[src/rtl/dds_pkg.sv]
// Shared definitions for the polyphonic DDS engine: waveform select codes
// and the offset-binary midscale helper.
package dds_pkg;

    typedef enum logic [2:0] {
        WAVE_SAW    = 3'd0,
        WAVE_SQUARE = 3'd1,
        WAVE_TRI    = 3'd2,
        WAVE_SINE   = 3'd3
    } wave_sel_e;

    function automatic int midscale(input int out_w);
        return 1 << (out_w - 1);
    endfunction

endpackage

[src/rtl/dds_wave_gen.sv]
// Combinational waveform shaper: maps phase MSBs to an offset-binary sample.
// Define DDS_SINE_EN to build the quarter-wave sine LUT; otherwise sel 3 is triangle.
module dds_wave_gen
    import dds_pkg::*;
#(
    parameter int PHASE_W = 14,
    parameter int OUT_W   = 12
) (
    input  logic [2:0]         sel,
    input  logic [PHASE_W-1:0] p,
    output logic [OUT_W-1:0]   wave
);

    localparam logic [OUT_W-1:0] MID = OUT_W'(midscale(OUT_W));

    logic [OUT_W-1:0] saw_w;
    logic [OUT_W-1:0] square_w;
    logic [OUT_W-1:0] tri_w;
    logic [OUT_W-1:0] sine_w;

    assign saw_w    = p[PHASE_W-1 -: OUT_W];
    assign square_w = p[PHASE_W-1] ? '1 : '0;
    assign tri_w    = p[PHASE_W-1] ? ~p[PHASE_W-2 -: OUT_W] : p[PHASE_W-2 -: OUT_W];

`ifdef DDS_SINE_EN
    localparam int QW  = PHASE_W - 2;
    localparam int QN  = 1 << QW;
    localparam int AMP = (1 << (OUT_W - 1)) - 1;

    function automatic logic [OUT_W-1:0] quarter_sine(input int i);
        real x;
        x = real'(AMP) * $sin(3.14159265358979323846 * real'(i) / (2.0 * real'(QN)));
        return OUT_W'($rtoi(x + 0.5));
    endfunction

    logic [OUT_W-1:0] qlut [QN];
    logic [QW-1:0]    idx;
    logic [QW-1:0]    mirror;
    logic [OUT_W-1:0] mag;

    for (genvar gi = 0; gi < QN; gi++) begin : g_lut
        assign qlut[gi] = quarter_sine(gi);
    end

    assign idx    = p[QW-1:0];
    assign mirror = ~idx + QW'(1);

    // Odd quadrants read the table backwards; index 0 there is the peak,
    // which lies one past the end of the table.
    always_comb begin
        mag = qlut[idx];
        if (p[PHASE_W-2]) begin
            if (idx == '0) begin
                mag = OUT_W'(AMP);
            end else begin
                mag = qlut[mirror];
            end
        end
    end

    assign sine_w = p[PHASE_W-1] ? (MID - mag) : (MID + mag);
`else
    logic unused_ok;
    assign unused_ok = &{1'b0, p};
    assign sine_w    = tri_w;
`endif

    always_comb begin
        wave = MID;
        case (sel)
            WAVE_SAW:    wave = saw_w;
            WAVE_SQUARE: wave = square_w;
            WAVE_TRI:    wave = tri_w;
            WAVE_SINE:   wave = sine_w;
            default:     wave = MID;
        endcase
    end

endmodule

[src/rtl/dds_poly_voice.sv]
// Time-multiplexed polyphonic DDS: VOICES phase accumulators share one shaper
// and one mixer, one voice per slot. Optional sine via DDS_SINE_EN.
module dds_poly_voice
    import dds_pkg::*;
#(
    parameter int VOICES  = 4,
    parameter int TUNE_W  = 16,
    parameter int PHASE_W = 14,
    parameter int OUT_W   = 12
) (
    input  logic                       clk,
    input  logic                       rst,
    input  logic                       cfg_we,
    input  logic [$clog2(VOICES)-1:0]  cfg_addr,
    input  logic [TUNE_W-1:0]          cfg_tune,
    input  logic [2:0]                 cfg_sel,
    input  logic                       cfg_en,
    input  logic                       cfg_phase_clr,
    output logic [OUT_W-1:0]           mix_out,
    output logic                       out_valid
);

    localparam int AW    = $clog2(VOICES);
    localparam int ACC_W = OUT_W + AW;
    localparam logic [OUT_W-1:0] MID       = OUT_W'(midscale(OUT_W));
    localparam logic [AW-1:0]    LAST_SLOT = AW'(VOICES - 1);

    logic [TUNE_W-1:0] phase_reg [VOICES];
    logic [TUNE_W-1:0] phase_next [VOICES];
    logic [TUNE_W-1:0] tune_reg [VOICES];
    logic [TUNE_W-1:0] tune_next [VOICES];
    logic [2:0]        sel_reg [VOICES];
    logic [2:0]        sel_next [VOICES];
    logic              en_reg [VOICES];
    logic              en_next [VOICES];

    logic [AW-1:0]     slot_reg;
    logic [OUT_W-1:0]  wave_reg;
    logic              wave_valid_reg;
    logic [AW-1:0]     wave_slot_reg;
    logic [ACC_W-1:0]  acc_reg;
    logic [ACC_W-1:0]  acc_sum;
    logic [OUT_W-1:0]  mix_reg;
    logic              out_valid_reg;
    logic [OUT_W-1:0]  shaped;

    // Register reads see pre-edge values, so a write landing in a voice's own
    // slot only affects the following frame; a phase clear beats the increment.
    for (genvar gi = 0; gi < VOICES; gi++) begin : g_voice
        logic wr_hit;
        logic svc;

        assign wr_hit        = cfg_we && (cfg_addr == AW'(gi));
        assign svc           = (slot_reg == AW'(gi)) && en_reg[gi];
        assign tune_next[gi] = wr_hit ? cfg_tune : tune_reg[gi];
        assign sel_next[gi]  = wr_hit ? cfg_sel  : sel_reg[gi];
        assign en_next[gi]   = wr_hit ? cfg_en   : en_reg[gi];
        assign phase_next[gi] = (wr_hit && cfg_phase_clr) ? '0 :
                                svc ? (phase_reg[gi] + tune_reg[gi]) :
                                phase_reg[gi];
    end

    dds_wave_gen #(
        .PHASE_W (PHASE_W),
        .OUT_W   (OUT_W)
    ) u_shaper (
        .sel  (sel_reg[slot_reg]),
        .p    (phase_reg[slot_reg][TUNE_W-1 -: PHASE_W]),
        .wave (shaped)
    );

    assign acc_sum = acc_reg + ACC_W'(wave_reg);

    always_ff @(posedge clk) begin
        if (rst) begin
            for (int i = 0; i < VOICES; i++) begin
                phase_reg[i] <= '0;
                tune_reg[i]  <= '0;
                sel_reg[i]   <= '0;
                en_reg[i]    <= 1'b0;
            end
            slot_reg       <= '0;
            wave_reg       <= '0;
            wave_valid_reg <= 1'b0;
            wave_slot_reg  <= '0;
            acc_reg        <= '0;
            mix_reg        <= '0;
            out_valid_reg  <= 1'b0;
        end else begin
            for (int i = 0; i < VOICES; i++) begin
                phase_reg[i] <= phase_next[i];
                tune_reg[i]  <= tune_next[i];
                sel_reg[i]   <= sel_next[i];
                en_reg[i]    <= en_next[i];
            end
            slot_reg       <= slot_reg + AW'(1);
            wave_reg       <= en_reg[slot_reg] ? shaped : MID;
            wave_valid_reg <= 1'b1;
            wave_slot_reg  <= slot_reg;
            out_valid_reg  <= 1'b0;
            // Stage 2 idles until stage 1 has produced a sample after reset.
            if (wave_valid_reg) begin
                acc_reg <= (wave_slot_reg == '0) ? ACC_W'(wave_reg) : acc_sum;
                if (wave_slot_reg == LAST_SLOT) begin
                    mix_reg       <= acc_sum[ACC_W-1:AW];
                    out_valid_reg <= 1'b1;
                end
            end
        end
    end

    assign mix_out   = mix_reg;
    assign out_valid = out_valid_reg;

endmodule
[config.mk]
export PLATFORM = sky130hd
export DESIGN_NAME = dds_poly_voice
export DESIGN_NICKNAME = d
export VERILOG_FILES = /design/src/rtl/dds_pkg.sv /design/src/rtl/dds_wave_gen.sv /design/src/rtl/dds_poly_voice.sv
export SDC_FILE = /design/constraint.sdc
export NUM_CORES = 1
export LEC_CHECK = 0
export CAP_MARGIN = 20
export CORE_MARGIN = 8
export CORE_UTILIZATION = 34
export CTS_BUF_LIST = sky130_fd_sc_hd__clkbuf_8
export DETAILED_ROUTE_END_ITERATION = 12
export DONT_BUFFER_PORTS = 1
export GPL_ROUTABILITY_DRIVEN = 1
export GPL_TIMING_DRIVEN = 0
export PLACE_DENSITY = 0.55
export SYNTH_ARGS = -nofsm -noshare
export SYNTH_HDL_FRONTEND = slang
export SYNTH_SLANG_ARGS = --single-unit
[constraint.sdc]
create_clock -name clk -period 2.8 [get_ports clk]
set_input_delay 0.7 -clock clk [delete_from_list [all_inputs] [get_ports clk]]
set_output_delay 0.7 -clock clk [all_outputs]
set_load 0.01 [all_outputs]
==> impl_metrics.csv <==
group,metric,value,unit
setup_path,setup.worst_path.start,"tune_reg[3][0]$_SDFFE_PP0P_",
clock_network,clock_latency,480,ps
clock_network,cts_hold_buf,0,
sta,period_share,0.9287,
final_layout,area_growth,8.503,%
die,initial_utilization,0.3450,
place,dp_hpwl,21820,um
final_layout,final_core_util,0.3743,
synthesis,synth_edf_count,12,
clock_network,cts.htree.levels,4,
setup_path,arrival,2940,ps
power,power_density,455.3,nW/um2
sta,fmax,384.6,MHz
power,p_leak,4.356,nW
sta,fin_ws,199.6,ps
setup_path,cp-end-kind,"register",
setup_path,crit_family,"compound AO/OA/AOI/OAI gates",
power,vdd_ir_drop_max,0.0002133,V
setup_path,cp_slowest_stage_delay,450,ps
place,place_worst_setup_slack,2.030,ps
synthesis,ys_top_cells_by_area,"dfxtp_1 35%, ha_1 9.3%, a21oi_1 5.7%, a22o_1 5.7%, nand2_1 5.0%",
setup_path,start_kind,"register",
synthesis,syn-num-nets,1234,
final_layout,antenna_cells,0,
final_layout,fin_nets,1252,
sta,skew,21.56,ps
route,dr.pass1.iters,5,
final_layout,final_common_cell,"dfxtp_1",
route,wl_per_cell,17.62,um
route,first_iter_violations,457,
synthesis,syn_area,10200,um2
synthesis,syn_area_per_cell,9.048,um2
setup_path,path_max_fanout,3,
setup_path,path_class,"register to register",
sta,hold_viol_final,0,
synthesis,yosysTopAreaCell,"dfxtp_1",
route,viasPerCell,5.271,
synthesis,synth_top_area_frac,0.3455,
route,routed_wl,27260,um
route,ant_nets,0,
synthesis,yosysSeqAreaShare,0.3809,
die,die_y,189.2,um
hold_path,whs_path_depth,1,
synthesis,yosysWarnings,0,
route,drc,0,
setup_path,reg2reg_slack,200,ps
sta,final_max_slew_viol_count,0,
global_routing,grt_max_degree,20,
setup_path,crit_cells,9,
final_layout,stdcell_area,11060,um2
setup_path,required,3140,ps
run,drv_cap,0,
setup_path,path_cells,"ha_1 -> fa_1 -> a21o_1 -> a21o_1 -> a21oi_1 -> o21ai_0 -> o221ai_1 -> xor2_1 -> a21oi_1",
die,io_pins,39,
sta,hold_slack,345.1,ps
global_routing,grt_pass1_vias,7849,
setup_path,rr_endpoint,"phase_reg[3][14]$_SDFFE_PP0P_",
setup_path,r2r-start,"tune_reg[3][0]$_SDFFE_PP0P_",
sta,worst_slew_pin_slew,782.1,ps
sta,rsz0062_at_grt,"false",
sta,setup_tns,0,ps
global_routing,grt-ovfl-total,0,
clock_network,cts_buffers,17,
final_layout,num-fill-cells,3027,
clock_network,cts_sinks,188,
die,coreArea,29560,um2
sta,finalSetupViolations,0,
route,num_vias,8155,
clock_network,clockBufferDepth,2,
synthesis,synth_cell_types,66,
place,portBuffers,0,
synthesis,synth-main-ff-cell,"dfxtp_1",
setup_path,cp_num_buf_inv,0,
setup_path,cp-endpoint,"phase_reg[3][14]$_SDFFE_PP0P_",
synthesis,ys_seq_elements,188,
final_layout,drive_gt1_frac,0.06309,
setup_path,r2r.worst_path.cells,9,
clock_network,cts_tree,"built",
global_routing,grt_antenna_before_repair,0,
clock_network,cts_resized,0,
run_status,status,"completed",
sta,period_minus_slack,2600,ps
global_routing,grt_pass1_wl,43750,um
setup_path,critPathSlowestCell,"fa_1",
final_layout,final_cell_mix,"176 x dfxtp_1, 135 x nand2_1, 117 x a21oi_1",
die,std_cell_rows,63,
place,place_area,10690,um2
synthesis,ys_async_sr_fraction,0,
die,die_w,189.2,um
sta,slew_headroom,0.4767,
hold_path,hold_path.class,"input port to register",
global_routing,track_usage,0.1540,
die,die_area,35790,um2
clock_network,root_buffer,"clkbuf_8",
clock_network,cts_setup_buffers,0,
clock_network,clkSlewWorstSetupHoldPaths,120,ps
place,gp_congestion,0.9193,
synthesis,synth_cells,1127,
## per-stage QoR
stage	std cells	total power, mW
floorplan	1127	3.202
global placement	1517	3.322
detailed placement	1517	3.326
CTS	1547	5.106
global route	1547	5.276
finish	1547	5.038
## worst min path at each step
stage	startpoint	end	slack, ps
CTS	cfg_tune[2]	tune_reg[2][2]$_SDFFE_PP0P_	310
detailed placement	phase_reg[0][0]$_SDFFE_PP0P_	phase_reg[0][0]$_SDFFE_PP0P_	460
global route	cfg_tune[0]	tune_reg[2][0]$_SDFFE_PP0P_	300
floorplan	phase_reg[3][15]$_SDFFE_PP0P_	phase_reg[3][15]$_SDFFE_PP0P_	440
finish	cfg_tune[1]	tune_reg[2][1]$_SDFFE_PP0P_	350
global placement	phase_reg[0][0]$_SDFFE_PP0P_	phase_reg[0][0]$_SDFFE_PP0P_	450
## Yosys cell counts, types with 21 or more instances
cell,count
dfxtp_1,176
nand2_1,135
a21oi_1,117
ha_1,76
nor2_1,70
a22o_1,66
o21ai_0,56
clkbuf_1,40
xnor2_1,34
inv_1,26
a21o_1,22
xor2_1,22
nand3_1,21
## metal layers
metal,up-vias,share of wire,track usage
li1,4184,-,-
met1,3804,0.46,0.1950
met2,144,0.48,0.2633
met3,23,0.043,0.02539
met4,0,0.020,0.04931
met5,-,0,0
## area by class of cell
class	count	area [um2]	area share
Sequential cell	188	3884	0.3510
Inverter	26	97.59	0.008821
Clock inverter	14	148.9	0.01346
Multi-Input combinational cell	864	6022	0.5443
Buffer	48	190.2	0.01719
Clock buffer	17	234.0	0.02115
Tap cell	390	488.0	0.04410
## report_power, final
| part | internal (mW) | total [mW] | switching [mW] |
|---|---|---|---|
| Clock | 0.665 | 1.77 | 1.11 |
| Combinational | 0.159 | 0.446 | 0.287 |
| Sequential | 2.77 | 2.82 | 0.0475 |
## logic make-up (layout without fill, tap and decap cells)
logic type | count (synthesis) | after routing | share of synthesized area
buffers and inverters | 75 | 105 | 0.02859
xor gates and xnor gates | 56 | 56 | 0.04810
AOI/OAI and AO/OA | 380 | 380 | 0.2524
muxes | 25 | 25 | 0.04184
DFF | 188 | 188 | 0.3809
adders and majority gates | 81 | 81 | 0.1031
and+or+nand+nor | 322 | 322 | 0.1452
No activity file was read; power rests on OpenSTA's default activity.
